`src/rtl/byte_window_buffer.sv`:
```
// 16-entry circular byte buffer feeding a 16-to-1 byte mux: the whole register file is exposed flat, rd_sel picks the head.
// Optional BUF_LEVEL_EN adds the level and almost_full outputs for fill-threshold logic.
module byte_window_buffer #(
  parameter int WIDTH = 8,
  parameter int DEPTH = 16
) (
  input  logic                  clk,
  input  logic                  rst,
  input  logic                  in_valid,
  input  logic [WIDTH-1:0]      in_data,
  output logic                  in_ready,
  output logic [16*WIDTH-1:0]   data_flat,
  output logic [3:0]            rd_sel,
  output logic                  out_valid,
  input  logic                  out_ready,
  output logic                  full,
`ifdef BUF_LEVEL_EN
  output logic [4:0]            level,
  output logic                  almost_full,
`endif
  output logic                  empty
);

  logic [WIDTH-1:0] mem_reg [DEPTH];
  logic [3:0]       wr_ptr_reg;
  logic [3:0]       rd_ptr_reg;
  logic [4:0]       count_reg;
  logic             push;
  logic             pop;

  // Flags decode only the registered count, so no input reaches an output combinationally.
  assign full      = (count_reg == 5'd16);
  assign empty     = (count_reg == 5'd0);
  assign in_ready  = !full;
  assign out_valid = !empty;
  assign rd_sel    = rd_ptr_reg;

  assign push = in_valid && in_ready;
  assign pop  = out_valid && out_ready;

`ifdef BUF_LEVEL_EN
  assign level       = count_reg;
  assign almost_full = (count_reg >= 5'd14);
`endif

  genvar gi;
  generate
    for (gi = 0; gi < DEPTH; gi++) begin : g_flat
      assign data_flat[WIDTH*gi +: WIDTH] = mem_reg[gi];
    end
  endgenerate

  always_ff @(posedge clk) begin
    if (rst) begin
      for (int i = 0; i < DEPTH; i++) begin
        mem_reg[i] <= '0;
      end
      wr_ptr_reg <= 4'd0;
      rd_ptr_reg <= 4'd0;
      count_reg  <= 5'd0;
    end else begin
      if (push) begin
        mem_reg[wr_ptr_reg] <= in_data;
        wr_ptr_reg          <= wr_ptr_reg + 4'd1;
      end
      // Popped entries are left in place; stale bytes stay visible on data_flat.
      if (pop) begin
        rd_ptr_reg <= rd_ptr_reg + 4'd1;
      end
      case ({push, pop})
        2'b10:   count_reg <= count_reg + 5'd1;
        2'b01:   count_reg <= count_reg - 5'd1;
        default: count_reg <= count_reg;
      endcase
    end
  end

endmodule

```
`config.mk`:
```
export PLATFORM = sky130hd
export DESIGN_NAME = byte_window_buffer
export DESIGN_NICKNAME = d
export VERILOG_FILES = /design/src/rtl/byte_window_buffer.sv
export SDC_FILE = /design/constraint.sdc
export NUM_CORES = 1
export LEC_CHECK = 0
export BUFFER_PORTS_ARGS = -buffer_cell sky130_fd_sc_hd__buf_2
export CAP_MARGIN = 40
export CORE_ASPECT_RATIO = 2
export CORE_MARGIN = 5
export CORE_UTILIZATION = 45
export DETAILED_ROUTE_END_ITERATION = 16
export PLACE_DENSITY = 0.7
export SLEW_MARGIN = 20
export SYNTH_ARGS = -nofsm -noshare
export SYNTH_HDL_FRONTEND = slang
export SYNTH_SLANG_ARGS = --single-unit
```
`constraint.sdc`:
```
create_clock -name clk -period 2.93 [get_ports clk]
set_input_delay 0.4395 -clock clk [delete_from_list [all_inputs] [get_ports clk]]
set_output_delay 0.4395 -clock clk [all_outputs]
set_load 0.01 [all_outputs]
```
==> impl_metrics.toml <==
[run_status]
status = "finished clean"

[power_and_ir_drop]
power_density_nw_per_um2 = 781
total_power_mw = 5.47
peakVddDrop_mv = 0.553
total_leakage_power_nw = 2.95

[sta]
final.setup.tns_ns = 0
setup_viol = 0
rsz0062_at_grt = "no"
clock-skew-final_ns = 0.0113
final_hold_viol_count = 0
period_share_pct = 94.9
slew_viol_final = 0
tightest_slew_ns = 0.609
relSlewSlack_pct = 59.4
fin_crit_ns = 2.78
final.setup.worst_slack_ns = 0.148
clock.fmax_ghz = 0.359
hold_slack_ns = 0.429

[synthesis]
syn_nets = 445
synth_fa_ha_area_share_pct = 2.40
synthFlopType = "edfxtp_1"
netlist-cell-type-count = 33
syn_inst = 423
synth_area_per_cell_um2 = 13.1
synthArstFlopShare_pct = 0
synth_xor_area_share_pct = 1.27
synth_top_cell_by_area = "edfxtp_1"
yosysMostFrequentCell = "nor2_1"
synth-compound-area-share_pct = 4.03
ys_top_cells_by_count = "139 x nor2_1, 128 x edfxtp_1, 36 x nand2_1"
ys_seq_area_share_pct = 74.2
synth_top_family_by_area = "simple AND/OR/NAND/NOR gates"
synthesis.area_um2 = 5530
synthSimpleGateAreaFrac_pct = 14.8
synthTopCellsByArea = "edfxtp_1 70%, nor2_1 9.4%, dfxtp_1 4.7%, nand2_1 2.4%, a21o_1 2.3%"
yosys.area.top_type_share_pct = 69.5
yosys-mux-area-fraction_pct = 0.362
ys_seq_elements = 141
yosysWarnings = 0
synth-edff-count = 128

[die]
die_x_um = 88.4
ioPinCount = 148
floorplan.initialDensity_pct = 45.6
core_area_um2 = 12100
dieArea_um2 = 14700
die_y_um = 167
rows = 57

[drt]
ant_nets = 0
drt-total-wl_mm = 14.2
dr.pass1.iters = 5
via_per_inst = 5.21
routedWlPerCell_um = 19.3
drt_iter0_drc = 248
vias = 3817
drc_errors = 0

[global_route]
overflow = 0
grt_max_degree = 36
top_usage_layer = "met2"
use_met2_pct = 35.9
grt_pass1_wl_mm = 21.5
gr-usage-met3_pct = 4.25
grt_pass1_vias = 3888
grt.total_usage_pct = 20.1
antenna_found_initial = 0
use_met1_pct = 20.6

[place]
io_buffers = 147
place.gp.congestion = 0.840
place_ws_ns = 0.104
placedCellCount = 700
place_hpwl_mm = 10.5

[layout]
layout-drive-gt1-share_pct = 33.6
nets = 595
n_fill_cell = 1031
antenna_cells = 0
syn_to_final_growth_pct = 26.6
instances_no_fill = 733
largest_register_ffs = 128

[critical_path]
cp.required_ns = 3.27
endpoint_kind = "flip-flop"
crit_path_max_fanout = 5
critPathKind = "flip-flop to flip-flop"
startpoint_type = "flip-flop"
arrival_ns = 3.12

[cts]
cts_tree = "yes"
clkTransAtPathRegs_ns = 0.06
htreeDepth = 4
cts.sinks = 141
ctsRootBufferMaster = "clkbuf_16"
clk_latency_ns = 0.42
numCtsBuffers = 17
clk_path_buf_depth = 2

[job]
maxCapViolCount = 0

[min_path]
min_path_type = "primary input to flip-flop"
[path summary, 6_finish.rpt]
kind                            cells past startpoint  slack [ns]            end     startpoint
worst max register to register                      9        0.15   count_reg[4]   count_reg[2]
worst min-delay path                                4        0.43      rd_sel[3]      out_ready
worst max-delay path                                9        0.15   count_reg[4]   count_reg[2]
worst min register to register                      2        0.52  wr_ptr_reg[1]  wr_ptr_reg[1]
[metal layers]
metal,wire [µm],up-vias
met1,4530,1846
met2,7900,174
met4,771,0
li1,-,1760
met3,980,37
met5,0,-
[cell families (layout without fill, tap and decap cells)]
group                      count (synthesis)  after routing
and+or+nand+nor                          199            199
DFF                                      141            141
buffers and inverters                     33            196
AOI/OAI and AO/OA                         30             30
adders and majority gates                 10             10
xor gates and xnor gates                   8              8
muxes                                      2              2
[per-stage QoR]
| stage | util, % | instance area, µm² |
|---|---|---|
| 3_3_place_gp | 52.6 | 6380 |
| 2_1_floorplan | - | 5530 |
| 5_1_grt | 57.7 | 7000 |
| 4_1_cts | 57.6 | 6980 |
| 3_5_place_dp | 52.6 | 6380 |
| 6_report | 57.7 | 7000 |
[power breakdown]
| group | internal [mW] | total [mW] | switching, mW |
|---|---|---|---|
| registers | 2.33 | 2.44 | 0.102 |
| clock network | 1.28 | 2.15 | 0.872 |
| logic | 0.339 | 0.879 | 0.540 |
| total | 3.95 | 5.47 | 1.51 |
[placed cells by master, fill, tap and decap left out, drive strengths merged]
cell type / count
ha: 9
o211ai: 4
edfxtp: 128
o21ai: 1
bufinv: 2
xnor2: 2
nor4bb: 1
o31ai: 1
nor4: 2
a21boi: 1
fa: 1
buf: 156
xor2: 6
nor3: 1
nand2: 36
dfxtp: 13
a21o: 17
a21oi: 6
nor2b: 4
or3: 2
clkbuf: 17
clkinvlp: 3
nor3b: 2
clkinv: 3
nor2: 141
nand3: 2
nand3b: 2
inv: 15
mux2i: 2
and3: 4
or4: 2
[worst max-delay path: stages (launching register included)]
cell and delay, ns:
dfxtp_1 0.35, or4_4 0.57, o21ai_2 0.16, inv_1 0.06
ha_1 0.26, fa_1 0.44, nand3_1 0.12, a21oi_1 0.08
or4_1 0.50, a21oi_2 0.17
[cell type report]
class | count | area (µm²) | area share (%)
timing repair buffer | 156 | 803 | 11.5
clock buffer | 17 | 425 | 6.08
inverter | 8 | 30.0 | 0.429
sequential | 141 | 4100 | 58.6
tap | 147 | 184 | 2.63
clock inverter | 15 | 175 | 2.50
multi-input combinational | 249 | 1280 | 18.3
[repair_timing]
action	4_1_cts	5_1_grt
gates resized for setup	0	3
setup buffers	0	1
hold buffers	0	0
endpoints found under the hold margin	0	0
setup endpoints to repair	0	2
Power figures use the tool's default switching activity.
